`src/rtl/adc_capture_sequencer.sv`:
```
// adc_capture_sequencer
//
// Trigger-driven capture sequencer for the 357 MHz ADC sample stream.
// When a trigger is accepted, the block first waits a programmable delay.
// It then opens a sample window with an incrementing RAM store address and
// fires a feedback-calculation strobe at a programmable index inside that
// window. At the end of the window it pulses capture_done and holds off for
// a programmable number of cycles before it can re-arm.
//
// Ports
//   clk357        sample clock, all logic on the rising edge
//   rst           asynchronous active-high reset
//   arm           level; a trigger is accepted only while arm is high
//   trig          synchronous trigger, sampled every cycle
//   trig_delay    cycles from trigger to first sample (D)
//   sample_len    window length in samples (L)
//   calc_offset   sample index at which calc_strb fires (C)
//   holdoff       dead cycles after capture_done (H)
//   clr_missed    clears trig_missed while idle
//   store_en      RAM write enable, high for each sample in the window
//   store_addr    RAM write address; holds its value outside the window
//   calc_strb     one-cycle feedback-calculation strobe
//   capture_done  one-cycle pulse in the cycle after the last sample
//   busy          high whenever the sequencer is not idle
//   trig_missed   sticky flag: a trigger arrived while busy
module adc_capture_sequencer #(
  parameter int unsigned ADDR_W = 9,
  parameter int unsigned DLY_W  = 12
) (
  input  logic              clk357,
  input  logic              rst,
  input  logic              arm,
  input  logic              trig,
  input  logic [DLY_W-1:0]  trig_delay,
  input  logic [ADDR_W-1:0] sample_len,
  input  logic [ADDR_W-1:0] calc_offset,
  input  logic [DLY_W-1:0]  holdoff,
  input  logic              clr_missed,
  output logic              store_en,
  output logic [ADDR_W-1:0] store_addr,
  output logic              calc_strb,
  output logic              capture_done,
  output logic              busy,
  output logic              trig_missed
);

  typedef enum logic [1:0] {
    ST_IDLE,
    ST_DELAY,
    ST_SAMPLE,
    ST_HOLDOFF
  } state_t;

  state_t            state_q, state_d;
  // Shared down-counter: remaining delay cycles in DELAY, remaining dead
  // cycles in HOLDOFF (the capture_done cycle is the first HOLDOFF cycle).
  logic [DLY_W-1:0]  cnt_q, cnt_d;
  // Parameters latched at trigger acceptance and used for the whole capture.
  logic [ADDR_W-1:0] len_q, len_d;
  logic [ADDR_W-1:0] coff_q, coff_d;
  logic [DLY_W-1:0]  hold_q, hold_d;

  logic              store_en_q, store_en_d;
  logic [ADDR_W-1:0] store_addr_q, store_addr_d;
  logic              calc_strb_q, calc_strb_d;
  logic              capture_done_q, capture_done_d;
  logic              busy_q, busy_d;
  logic              trig_missed_q, trig_missed_d;

  logic              start_window;

  // State and registered outputs.
  always_ff @(posedge clk357 or posedge rst) begin
    if (rst) begin
      state_q        <= ST_IDLE;
      cnt_q          <= '0;
      len_q          <= '0;
      coff_q         <= '0;
      hold_q         <= '0;
      store_en_q     <= 1'b0;
      store_addr_q   <= '0;
      calc_strb_q    <= 1'b0;
      capture_done_q <= 1'b0;
      busy_q         <= 1'b0;
      trig_missed_q  <= 1'b0;
    end else begin
      state_q        <= state_d;
      cnt_q          <= cnt_d;
      len_q          <= len_d;
      coff_q         <= coff_d;
      hold_q         <= hold_d;
      store_en_q     <= store_en_d;
      store_addr_q   <= store_addr_d;
      calc_strb_q    <= calc_strb_d;
      capture_done_q <= capture_done_d;
      busy_q         <= busy_d;
      trig_missed_q  <= trig_missed_d;
    end
  end

  // Next state and next-cycle outputs. Outputs are computed for the state
  // being entered, so every output is a flop.
  always_comb begin
    state_d        = state_q;
    cnt_d          = cnt_q;
    len_d          = len_q;
    coff_d         = coff_q;
    hold_d         = hold_q;
    store_en_d     = 1'b0;
    store_addr_d   = store_addr_q;
    calc_strb_d    = 1'b0;
    capture_done_d = 1'b0;
    trig_missed_d  = trig_missed_q;
    start_window   = 1'b0;

    case (state_q)
      ST_IDLE: begin
        if (arm && trig) begin
          len_d        = sample_len;
          coff_d       = calc_offset;
          hold_d       = holdoff;
          store_addr_d = '0;
          if (trig_delay != '0) begin
            state_d = ST_DELAY;
            cnt_d   = trig_delay;
          end else begin
            start_window = 1'b1;
          end
        end
      end

      ST_DELAY: begin
        if (cnt_q == DLY_W'(1)) begin
          start_window = 1'b1;
        end else begin
          cnt_d = cnt_q - DLY_W'(1);
        end
      end

      ST_SAMPLE: begin
        if (store_addr_q == len_q - ADDR_W'(1)) begin
          state_d        = ST_HOLDOFF;
          capture_done_d = 1'b1;
          cnt_d          = hold_q;
        end else begin
          store_en_d   = 1'b1;
          store_addr_d = store_addr_q + ADDR_W'(1);
          // Addresses stay below L, so a match implies C < L.
          calc_strb_d  = ((store_addr_q + ADDR_W'(1)) == coff_q);
        end
      end

      ST_HOLDOFF: begin
        if (cnt_q == '0) begin
          state_d = ST_IDLE;
        end else begin
          cnt_d = cnt_q - DLY_W'(1);
        end
      end

      default: begin
        state_d = ST_IDLE;
      end
    endcase

    // Window entry, shared by zero-delay triggers and the end of DELAY.
    // len_d/coff_d/hold_d hold the values for this capture in both cases.
    if (start_window) begin
      if (len_d == '0) begin
        state_d        = ST_HOLDOFF;
        capture_done_d = 1'b1;
        cnt_d          = hold_d;
      end else begin
        state_d      = ST_SAMPLE;
        store_en_d   = 1'b1;
        store_addr_d = '0;
        calc_strb_d  = (coff_d == '0);
      end
    end

    // Missed-trigger flag: a set while busy wins over clr_missed.
    if (state_q != ST_IDLE) begin
      if (trig) begin
        trig_missed_d = 1'b1;
      end
    end else if (clr_missed) begin
      trig_missed_d = 1'b0;
    end

    busy_d = (state_d != ST_IDLE);
  end

  assign store_en     = store_en_q;
  assign store_addr   = store_addr_q;
  assign calc_strb    = calc_strb_q;
  assign capture_done = capture_done_q;
  assign busy         = busy_q;
  assign trig_missed  = trig_missed_q;

endmodule

```
`config.mk`:
```
export PLATFORM = sky130hd
export DESIGN_NAME = adc_capture_sequencer
export DESIGN_NICKNAME = d
export VERILOG_FILES = /design/src/rtl/adc_capture_sequencer.sv
export SDC_FILE = /design/constraint.sdc
export NUM_CORES = 1
export LEC_CHECK = 0
export CAP_MARGIN = 20
export CORE_UTILIZATION = 55
export CTS_BUF_LIST = sky130_fd_sc_hd__clkbuf_4 sky130_fd_sc_hd__clkbuf_8
export CTS_CLUSTER_SIZE = 30
export DETAILED_ROUTE_END_ITERATION = 12
export HOLD_SLACK_MARGIN = 0.02
export PLACE_DENSITY_LB_ADDON = 0.12
export SLEW_MARGIN = 40
export SYNTH_ARGS = -nofsm -noshare
export SYNTH_HDL_FRONTEND = slang
export SYNTH_SLANG_ARGS = --single-unit
```
`constraint.sdc`:
```
create_clock -name clk357 -period 7.6 [get_ports clk357]
set_clock_uncertainty 0.05 [all_clocks]
set_input_delay 1.52 -clock clk357 [delete_from_list [all_inputs] [get_ports clk357]]
set_output_delay 1.52 -clock clk357 [all_outputs]
set_load 0.01 [all_outputs]
```
==> flow_summary.json, run 1 <==
{
  "gp_congestion": 0.9145,
  "async_flop_share": 1.000,
  "vias": 3497,
  "area_growth_pct": 22.99,
  "period_share": 0.4885,
  "postCtsSetupBuffers": 0,
  "drcViolationCount": 0,
  "critPathKind": "input port to flip-flop",
  "dieArea_mm2": 0.006858,
  "initial_utilization": 0.5690,
  "first_pass_iters": 4,
  "end_kind": "flip-flop",
  "reg2reg_depth": 8,
  "fin_area_mm2": 0.004418,
  "required_ns": 7.75,
  "numCtsBuffers": 9,
  "stdcell_count": 573,
  "synth_nets": 495,
  "overflow": 0,
  "seq_area_frac_synth": 0.4040,
  "finalSetupTns_ns": 0,
  "slew_violations": 0,
  "drt_iter0_markers": 237,
  "arrival_ns": 3.87,
  "cts_resized": 0,
  "power.total_mw": 0.7121,
  "placed_area_mm2": 0.004238,
  "core_mm2": 0.006314,
  "slew_headroom": 0.5111,
  "max_freq_mhz": 269.3,
  "yosys.area_share.simple": 0.3076,
  "final_layout_size_suffix_gt1_frac": 0.06452,
  "synth_fa_ha_area_frac": 0.01393,
  "grt_pass1_wl_mm": 16.11,
  "clkSinkCount": 58,
  "clockBufferDepth": 2,
  "dp_cells": 558,
  "critPathLaunchType": "input port",
  "grt_pass1_vias": 3469,
  "detail-route-antenna-nets": 0,
  "portBuffers": 60,
  "synth_cells": 444,
  "clk_latency_ns": 0.34,
  "clk_pin_slew_worst_paths_ns": 0.06,
  "synth-seq-cells": 58,
  "n_fill_cell": 536,
  "hp-class": "flip-flop to flip-flop",
  "die_w_um": 82.82,
  "antenna_found_initial": 0,
  "synth-compound-area-share": 0.1776,
  "post-dp-hpwl_mm": 6.627,
  "syn_area_mm2": 0.003592,
  "p_leak_nw": 1.927,
  "synth-xor-area-share": 0.05364,
  "synth-edff-count": 0,
  "wl_per_cell_um": 16.23,
  "setup_violations": 0,
  "fin_nets": 543,
  "period_needed_ns": 3.713,
  "ios": 61,
  "critical_path.max_fanout": 33,
  "htree_levels": 3,
  "yosys.cell_types.count": 62,
  "diodes": 0,
  "hold_depth": 1,
  "synthMuxAreaShare": 0.002786,
  "hold_buffers": 0,
  "vias_per_cell": 6.103,
  "hold_viol_final": 0,
  "grt_start_max_net_pins": 59,
  "synth_top_family_by_area": "simple AND/OR/NAND/NOR gates",
  "cap_violations": 0,
  "yosys_most_used_dff": "dfrtp_1",
  "power_density_mw_per_mm2": 161.2,
  "rows": 29,
  "vdd_drop_max_mv": 0.1170,
  "totalWireLength_mm": 9.301,
  "die_height_um": 82.82,
  "cts-root-buf": "clkbuf_8",
  "status": "finished, final reports clean",
  "syn_avg_cell_area_um2": 8.091,
  "rsz0062_at_grt": "no",
  "yosys_warnings": 0,
  "tritoncts": "built",
  "grtUsageTotal": 0.2903,
  "tightest_slew_ns": 0.7318
}
## flip-flops by register name, indices dropped and copies added, names as in the netlist
register	cells
busy	1
calc_strb	1
capture_done	1
cnt_q	12
coff_q	9
hold_q	12
len_q	9
state_q	2
store_addr	9
store_en	1
trig_missed	1
## where the power goes
group          internal (mW)  switching [mW]  total, mW
logic                 0.0506          0.0443     0.0949
clock network          0.136           0.123      0.259
registers              0.328          0.0299      0.358
total                  0.515           0.197      0.712
## Yosys cell counts, drive strengths merged, types with 4 or more instances
cell    instances  area (µm²)
a21oi          15       75.07
a221o           4       40.04
a221oi          5       43.79
and2            4       25.03
buf             8       40.04
clkbuf         19       71.32
dfrtp          58        1451
ha              4       50.05
inv             9       33.78
nand2         111       416.7
nand2b          6       40.04
nand3          26       130.1
nand4           4       25.02
nor2           33       126.4
nor3           15       75.07
nor3b           4       30.03
nor4           13       96.34
o21ai          25       128.9
or3             4       25.02
or4             4       33.78
xnor2          11       96.34
xor2           11       96.34
## through the flow
stage,hold WS [ns],setup slack [ns],utilization
6_report,0.4433,3.887,0.6998
3_3_place_gp,0.4258,3.612,0.6677
4_1_cts,0.4524,3.937,0.6988
2_1_floorplan,0.4087,4.143,-
5_1_grt,0.4700,3.783,0.6998
3_5_place_dp,0.4345,3.582,0.6712
## path summary, 6_finish.rpt
path | start | end | slack, ns
worst min-delay path | hold_q[5] | cnt_q[5] | 0.44
worst max register to register | state_q[0] | cnt_q[4] | 4.70
max in group asynchronous | rst | hold_q[11] | 5.36
min in group asynchronous | rst | hold_q[6] | 1.65
worst min register to register | hold_q[5] | cnt_q[5] | 0.44
worst max-delay path | trig | cnt_q[4] | 3.89
## per-layer routing
| layer | routed length (µm) | up-vias | track usage | share of wire |
|---|---|---|---|---|
| met2 | 4694 | 120 | 0.4888 | 0.50 |
| met5 | 0 | - | 0 | 0 |
| met4 | 201 | 0 | 0.1082 | 0.022 |
| li1 | - | 1669 | - | - |
| met1 | 3881 | 1689 | 0.3721 | 0.42 |
| met3 | 524 | 19 | 0.05467 | 0.056 |
## worst max-delay path, stage by stage
cell and delay (ns):
clkdlybuf4s50_1 0.56, nand3_1 0.16, buf_4 0.35, o2bb2ai_1 0.18
nand2_1 0.49, o21ai_0 0.19, a221oi_1 0.27, a31oi_1 0.14
## logic make-up after synthesis
family                     Yosys count
and+or+nand+nor                    234
DFF                                 58
AOI/OAI and AO/OA                   89
buffers and inverters               36
adders and majority gates            4
muxes                                1
xor gates and xnor gates            22
## cell type report
| class | count | area, µm² | share of cell area |
|---|---|---|---|
| Multi-Input combinational cell | 350 | 2028 | 0.4591 |
| Sequential cell | 58 | 1451 | 0.3285 |
| Timing Repair Buffer | 64 | 634.4 | 0.1436 |
| Clock buffer | 12 | 158.9 | 0.03597 |
| Tap cell | 77 | 96.34 | 0.02181 |
| Inverter | 9 | 33.78 | 0.007647 |
| Clock inverter | 3 | 15.01 | 0.003398 |
## layout by cell type (no fill, tap or decap), types with 5 or more instances in the layout
cell type	instances
nand2_1	111
clkdlybuf4s50_1	60
dfrtp_1	58
nor2_1	32
nand3_1	26
o21ai_0	24
nor3_1	15
a21oi_1	15
nor4_1	12
xor2_1	11
xnor2_1	11
clkbuf_8	11
inv_1	8
nand2b_1	5
a221oi_1	5
(Power assumes the default switching activity.)
==> run 2, diff against run 1 <==
CORE_UTILIZATION = 50   (was 55)
clock period = 3.3 ns   (was 7.6 ns; I/O delays follow)
==> flow_summary.json, run 2 (synthesis results as in run 1) <==
{
  "holdCritStartpoint": "hold_q[7]",
  "die_w_um": 86.76,
  "die_height_um": 86.76,
  "clk_latency_ns": 0.34,
  "dieArea_mm2": 0.007527,
  "final_layout_size_suffix_gt1_frac": 0.08103,
  "detail-route-antenna-nets": 0,
  "first_pass_iters": 4,
  "critPathLaunchType": "flip-flop",
  "grt_start_max_net_pins": 43,
  "grt-busiest-layer": "met2",
  "grt_pass1_wl_mm": 15.99,
  "max_freq_mhz": 362.8,
  "vias_per_cell": 5.761,
  "hold_depth": 2,
  "wl_per_cell_um": 15.67,
  "placed_area_mm2": 0.004327,
  "end_kind": "flip-flop",
  "cts_resized": 0,
  "power.share.sequential": 0.508,
  "layout_commonest_cell": "nand2_1",
  "p_switching_mw": 0.4784,
  "tritoncts": "built",
  "slowest_stage": "or4_4",
  "post-dp-hpwl_mm": 6.825,
  "overflow": 0,
  "period_needed_ns": 2.756,
  "clockBufferDepth": 2,
  "grt_pass1_vias": 3325,
  "grtUsageTotal": 0.2769,
  "area_growth_pct": 25.18,
  "initial_utilization": 0.5230,
  "reg2reg_depth": 7,
  "startpoint": "len_q[2]",
  "clk_pin_slew_worst_paths_ns": 0.08,
  "ios": 61,
  "use_met3": 0.06000,
  "arrival_ns": 2.92,
  "finalSetupTns_ns": 0,
  "status": "finished, final reports clean",
  "totalWireLength_mm": 9.432,
  "portBuffers": 60,
  "path_cells": "or4_4 > nor4_1 > nor4_1 > a22o_4 > o21a_4 > o31a_1 > o31a_1",
  "postCtsSetupBuffers": 0,
  "critical-path-top-delay-family": "compound AO/OA/AOI/OAI gates",
  "clkPwrFrac": 0.358,
  "rr_endpoint": "cnt_q[2]",
  "drcViolationCount": 0,
  "reg2reg_slack_ns": 0.54,
  "use_met1": 0.3481,
  "power.total_mw": 1.620,
  "setup_violations": 0,
  "vdd_drop_max_mv": 0.3088,
  "rsz0062_at_grt": "no",
  "core_mm2": 0.006869,
  "clkSinkCount": 58,
  "cts-root-buf": "clkbuf_8",
  "hold_buffers": 0,
  "most-common-layout-cells": "nand2_1 (111), clkdlybuf4s50_1 (60), dfrtp_1 (58)",
  "diodes": 0,
  "dp_cells": 586,
  "tightest_slew_ns": 0.6531,
  "gp_congestion": 0.9490,
  "p_leak_nw": 1.928,
  "slew_headroom": 0.5639,
  "max_stage_delay_ns": 0.59,
  "worst-path-buf-inv": 0,
  "htree_levels": 3,
  "vias": 3468,
  "critical_path.max_fanout": 16,
  "rows": 30,
  "fin_area_mm2": 0.004497,
  "whs_endpoint": "cnt_q[7]",
  "hold_viol_final": 0,
  "period_share": 0.8352,
  "power_density_mw_per_mm2": 360.4,
  "antenna_found_initial": 0,
  "timing.rr.start": "len_q[2]",
  "hp-class": "flip-flop to flip-flop",
  "cap_violations": 0,
  "power.internal_mw": 1.142,
  "reg_top3": "cnt_q x12, hold_q x12",
  "pwr-share-comb": 0.134,
  "drt_iter0_markers": 217,
  "required_ns": 3.47,
  "slew_violations": 0,
  "p_sw_frac": 0.2952,
  "numCtsBuffers": 9,
  "grt_use_met2": 0.4646,
  "fin_nets": 552,
  "stdcell_count": 602,
  "critPathKind": "flip-flop to flip-flop"
}
-- run 2: cell types whose count changed in the layout (fill, tap and decap cells not counted), sizes merged --
cell	previous run	this run
buf	4	13
clkbuf	12	9
clkinv	3	4
clkinvlp	0	3
-- run 2: power groups by stage --
stage / sequential, mW / combinational, mW / clock, mW
after CTS: 0.822 / 0.218 / 0.588
after global routing: 0.834 / 0.244 / 0.619
after global placement: 0.832 / 0.213 / 0
after detailed placement: 0.833 / 0.216 / 0
after floorplan: 0.800 / 0.151 / 0
final: 0.823 / 0.217 / 0.580
-- run 2: area by class of cell --
cell class	instances	area, µm²
Sequential cell	58	1451
Clock buffer	9	123.9
Fill cell	599	2372
Multi-Input combinational cell	350	2011
Inverter	9	33.78
Timing Repair Buffer	73	710.7
Clock inverter	7	46.29
Tap cell	96	120.1
-- run 2: metrics by stage --
step | setup slack (ns) | utilization | hold slack, ns
CTS | 0.5378 | 0.6546 | 0.4577
floorplan | 0.7031 | - | 0.4087
global placement | 0.3351 | 0.6299 | 0.4308
finish | 0.5437 | 0.6546 | 0.4481
detailed placement | 0.3098 | 0.6299 | 0.4452
global route | 0.3771 | 0.6546 | 0.4731
-- run 2: worst max path at each step --
| stage | end | slack (ns) | cells after the start |
|---|---|---|---|
| finish | cnt_q[2] | 0.54 | 7 |
| global placement | store_addr[6] | 0.34 | 8 |
| CTS | cnt_q[2] | 0.54 | 7 |
| detailed placement | store_addr[6] | 0.31 | 8 |
| floorplan | store_addr[6] | 0.70 | 9 |
| global route | cnt_q[6] | 0.38 | 8 |
-- run 2: worst reg2reg max path, cell delays in order (launching register included) --
cell     delay [ns]
dfrtp_1        0.45
or4_4          0.59
nor4_1         0.31
nor4_1         0.11
a22o_4         0.26
o21a_4         0.30
o31a_1         0.30
o31a_1         0.27
-- run 2: routing by layer --
layer  wire, µm  vias to the layer above  part of all wire
met5          0                        -                 0
met3        523                       17             0.055
met4        184                        0             0.020
met1       4094                     1650              0.43
li1           -                     1693                 -
met2       4630                      108              0.49
==> run 3, diff against run 2 <==
CORE_UTILIZATION = 55   (was 50)
clock period = 2.6 ns   (was 3.3 ns; I/O delays follow)
==> flow_summary.json, run 3 (synthesis results as in run 1) <==
{
  "overflow": 0,
  "cts-root-buf": "clkbuf_8",
  "most-common-layout-cells": "nand2_1 (110), clkdlybuf4s50_1 (60), dfrtp_1 (57)",
  "pre_cts_slack_ns": -0.1491,
  "tritoncts": "built",
  "grt_start_max_net_pins": 59,
  "initial_utilization": 0.5690,
  "fin_nets": 590,
  "gp_congestion": 1.004,
  "totalWireLength_mm": 10.40,
  "whs_endpoint": "hold_q[2]",
  "wl_per_cell_um": 16.78,
  "critPathKind": "flip-flop to flip-flop",
  "p_switching_mw": 0.5948,
  "tightest_slew_ns": 0.4629,
  "holdCritStartpoint": "hold_q[2]",
  "hp-class": "flip-flop to flip-flop",
  "die_w_um": 82.82,
  "power.internal_mw": 1.639,
  "clk_pin_slew_worst_paths_ns": 0.07,
  "vdd_drop_max_mv": 0.3336,
  "power.share.sequential": 0.455,
  "ios": 61,
  "rows": 29,
  "reg2reg_depth": 9,
  "timing.rr.start": "len_q[2]",
  "clk_latency_ns": 0.34,
  "area_growth_pct": 37.16,
  "diodes": 0,
  "critical_path.max_fanout": 5,
  "cap_violations": 0,
  "p_sw_frac": 0.2663,
  "stdcell_count": 620,
  "arrival_ns": 2.81,
  "hold_viol_final": 0,
  "slew_violations": 0,
  "core_mm2": 0.006314,
  "setup_violations": 5,
  "max_freq_mhz": 377.0,
  "reg_top3": "cnt_q x12, hold_q x12",
  "pwr-share-comb": 0.168,
  "grt_pass1_vias": 3702,
  "hold_depth": 2,
  "layout_commonest_cell": "nand2_1",
  "reg2reg_slack_ns": -0.05,
  "htree_levels": 3,
  "status": "finished with violations",
  "p_leak_nw": 2.162,
  "clockBufferDepth": 2,
  "vias": 3758,
  "vias_per_cell": 6.061,
  "end_kind": "flip-flop",
  "period_needed_ns": 2.653,
  "fin_ws_ns": -0.05252,
  "period_share": 1.020,
  "drcViolationCount": 0,
  "numCtsBuffers": 9,
  "detail-route-antenna-nets": 0,
  "utilization": 0.7804,
  "antenna_found_initial": 0,
  "final_layout_size_suffix_gt1_frac": 0.1823,
  "dieArea_mm2": 0.006858,
  "grt_pass1_wl_mm": 17.22,
  "slew_headroom": 0.6914,
  "portBuffers": 60,
  "first_pass_iters": 5,
  "critPathLaunchType": "flip-flop",
  "power_density_mw_per_mm2": 453.4,
  "violations": "setup timing",
  "clkSinkCount": 58,
  "rsz0062_at_grt": "yes",
  "clkPwrFrac": 0.376,
  "rr_endpoint": "cnt_q[11]",
  "post-dp-hpwl_mm": 7.094,
  "grtUsageTotal": 0.3103,
  "dp_cells": 601,
  "die_height_um": 82.82,
  "required_ns": 2.76,
  "drt_iter0_markers": 248
}
-- run 3: cell count changes in the layout (fill, tap and decap cells not counted), moves of 2 or more --
cell and change:
nor4_2 +2, buf_4 +37, inv_1 -3, nor3_1 -3, xor2_2 +2, nor4_4 +2
clkbuf_4 +2, xor2_1 -2, inv_2 +3, nor4_1 -4, nor3_2 +2, clkinvlp_4 -3
-- run 3: worst max-delay path: stages, from the launching register on --
cell      delay (ns)
dfrtp_1         0.40
buf_4           0.18
nor4_2          0.43
a211oi_1        0.20
nor4_2          0.35
a22o_4          0.19
nor4_4          0.06
buf_4           0.16
a221oi_1        0.34
a21oi_1         0.16
-- run 3: worst max-delay path by stage --
stage	from	endpoint	slack (ns)	depth (start not counted)
3_3_place_gp	trig_delay[4]	store_addr[6]	-0.08	8
3_5_place_dp	trig_delay[0]	store_addr[6]	-0.15	8
4_1_cts	len_q[0]	cnt_q[11]	0.005	9
5_1_grt	len_q[2]	store_addr[6]	-0.14	9
2_1_floorplan	len_q[2]	cnt_q[2]	0.11	7
6_report	len_q[2]	cnt_q[11]	-0.05	9
-- run 3: layer usage --
metal  vias up  GRT usage  part of all wire
met5         -          0                 0
met3        32    0.05467             0.050
li1       1761          -                 -
met2       157     0.5350              0.52
met4         0     0.1395             0.028
met1      1808     0.3794              0.40
-- run 3: repair_timing --
action,CTS,global route
hold buffers,0,0
endpoints found under the setup margin,3,22
pin swaps,6,3
buffers inserted,3,1
resized for setup,8,20
-- run 3: power groups by stage --
stage	combinational (mW)	sequential (mW)	clock [mW]
after floorplan	0.191	1.01	0
after global placement	0.343	1.03	0
after detailed placement	0.350	1.03	0
after CTS	0.359	1.01	0.851
after global routing	0.407	1.02	0.888
final	0.376	1.02	0.840
-- run 3: area by class of cell --
cell class / count / area (µm²)
Multi-Input combinational cell: 350 / 2143
Sequential cell: 58 / 1453
Fill cell: 447 / 1386
Timing Repair Buffer: 111 / 1008
Clock buffer: 12 / 152.6
Tap cell: 77 / 96.34
Clock inverter: 3 / 40.04
Inverter: 9 / 33.78
-- run 3: metrics by stage --
step	power, mW	hold WS (ns)	area [µm²]	setup TNS (ns)
CTS	2.221	0.4483	4828	0
global route	2.317	0.4668	4927	-0.9260
global placement	1.370	0.4298	4571	-0.1862
floorplan	1.206	0.4087	3592	0
finish	2.234	0.4482	4927	-0.2025
detailed placement	1.376	0.4336	4571	-0.8518
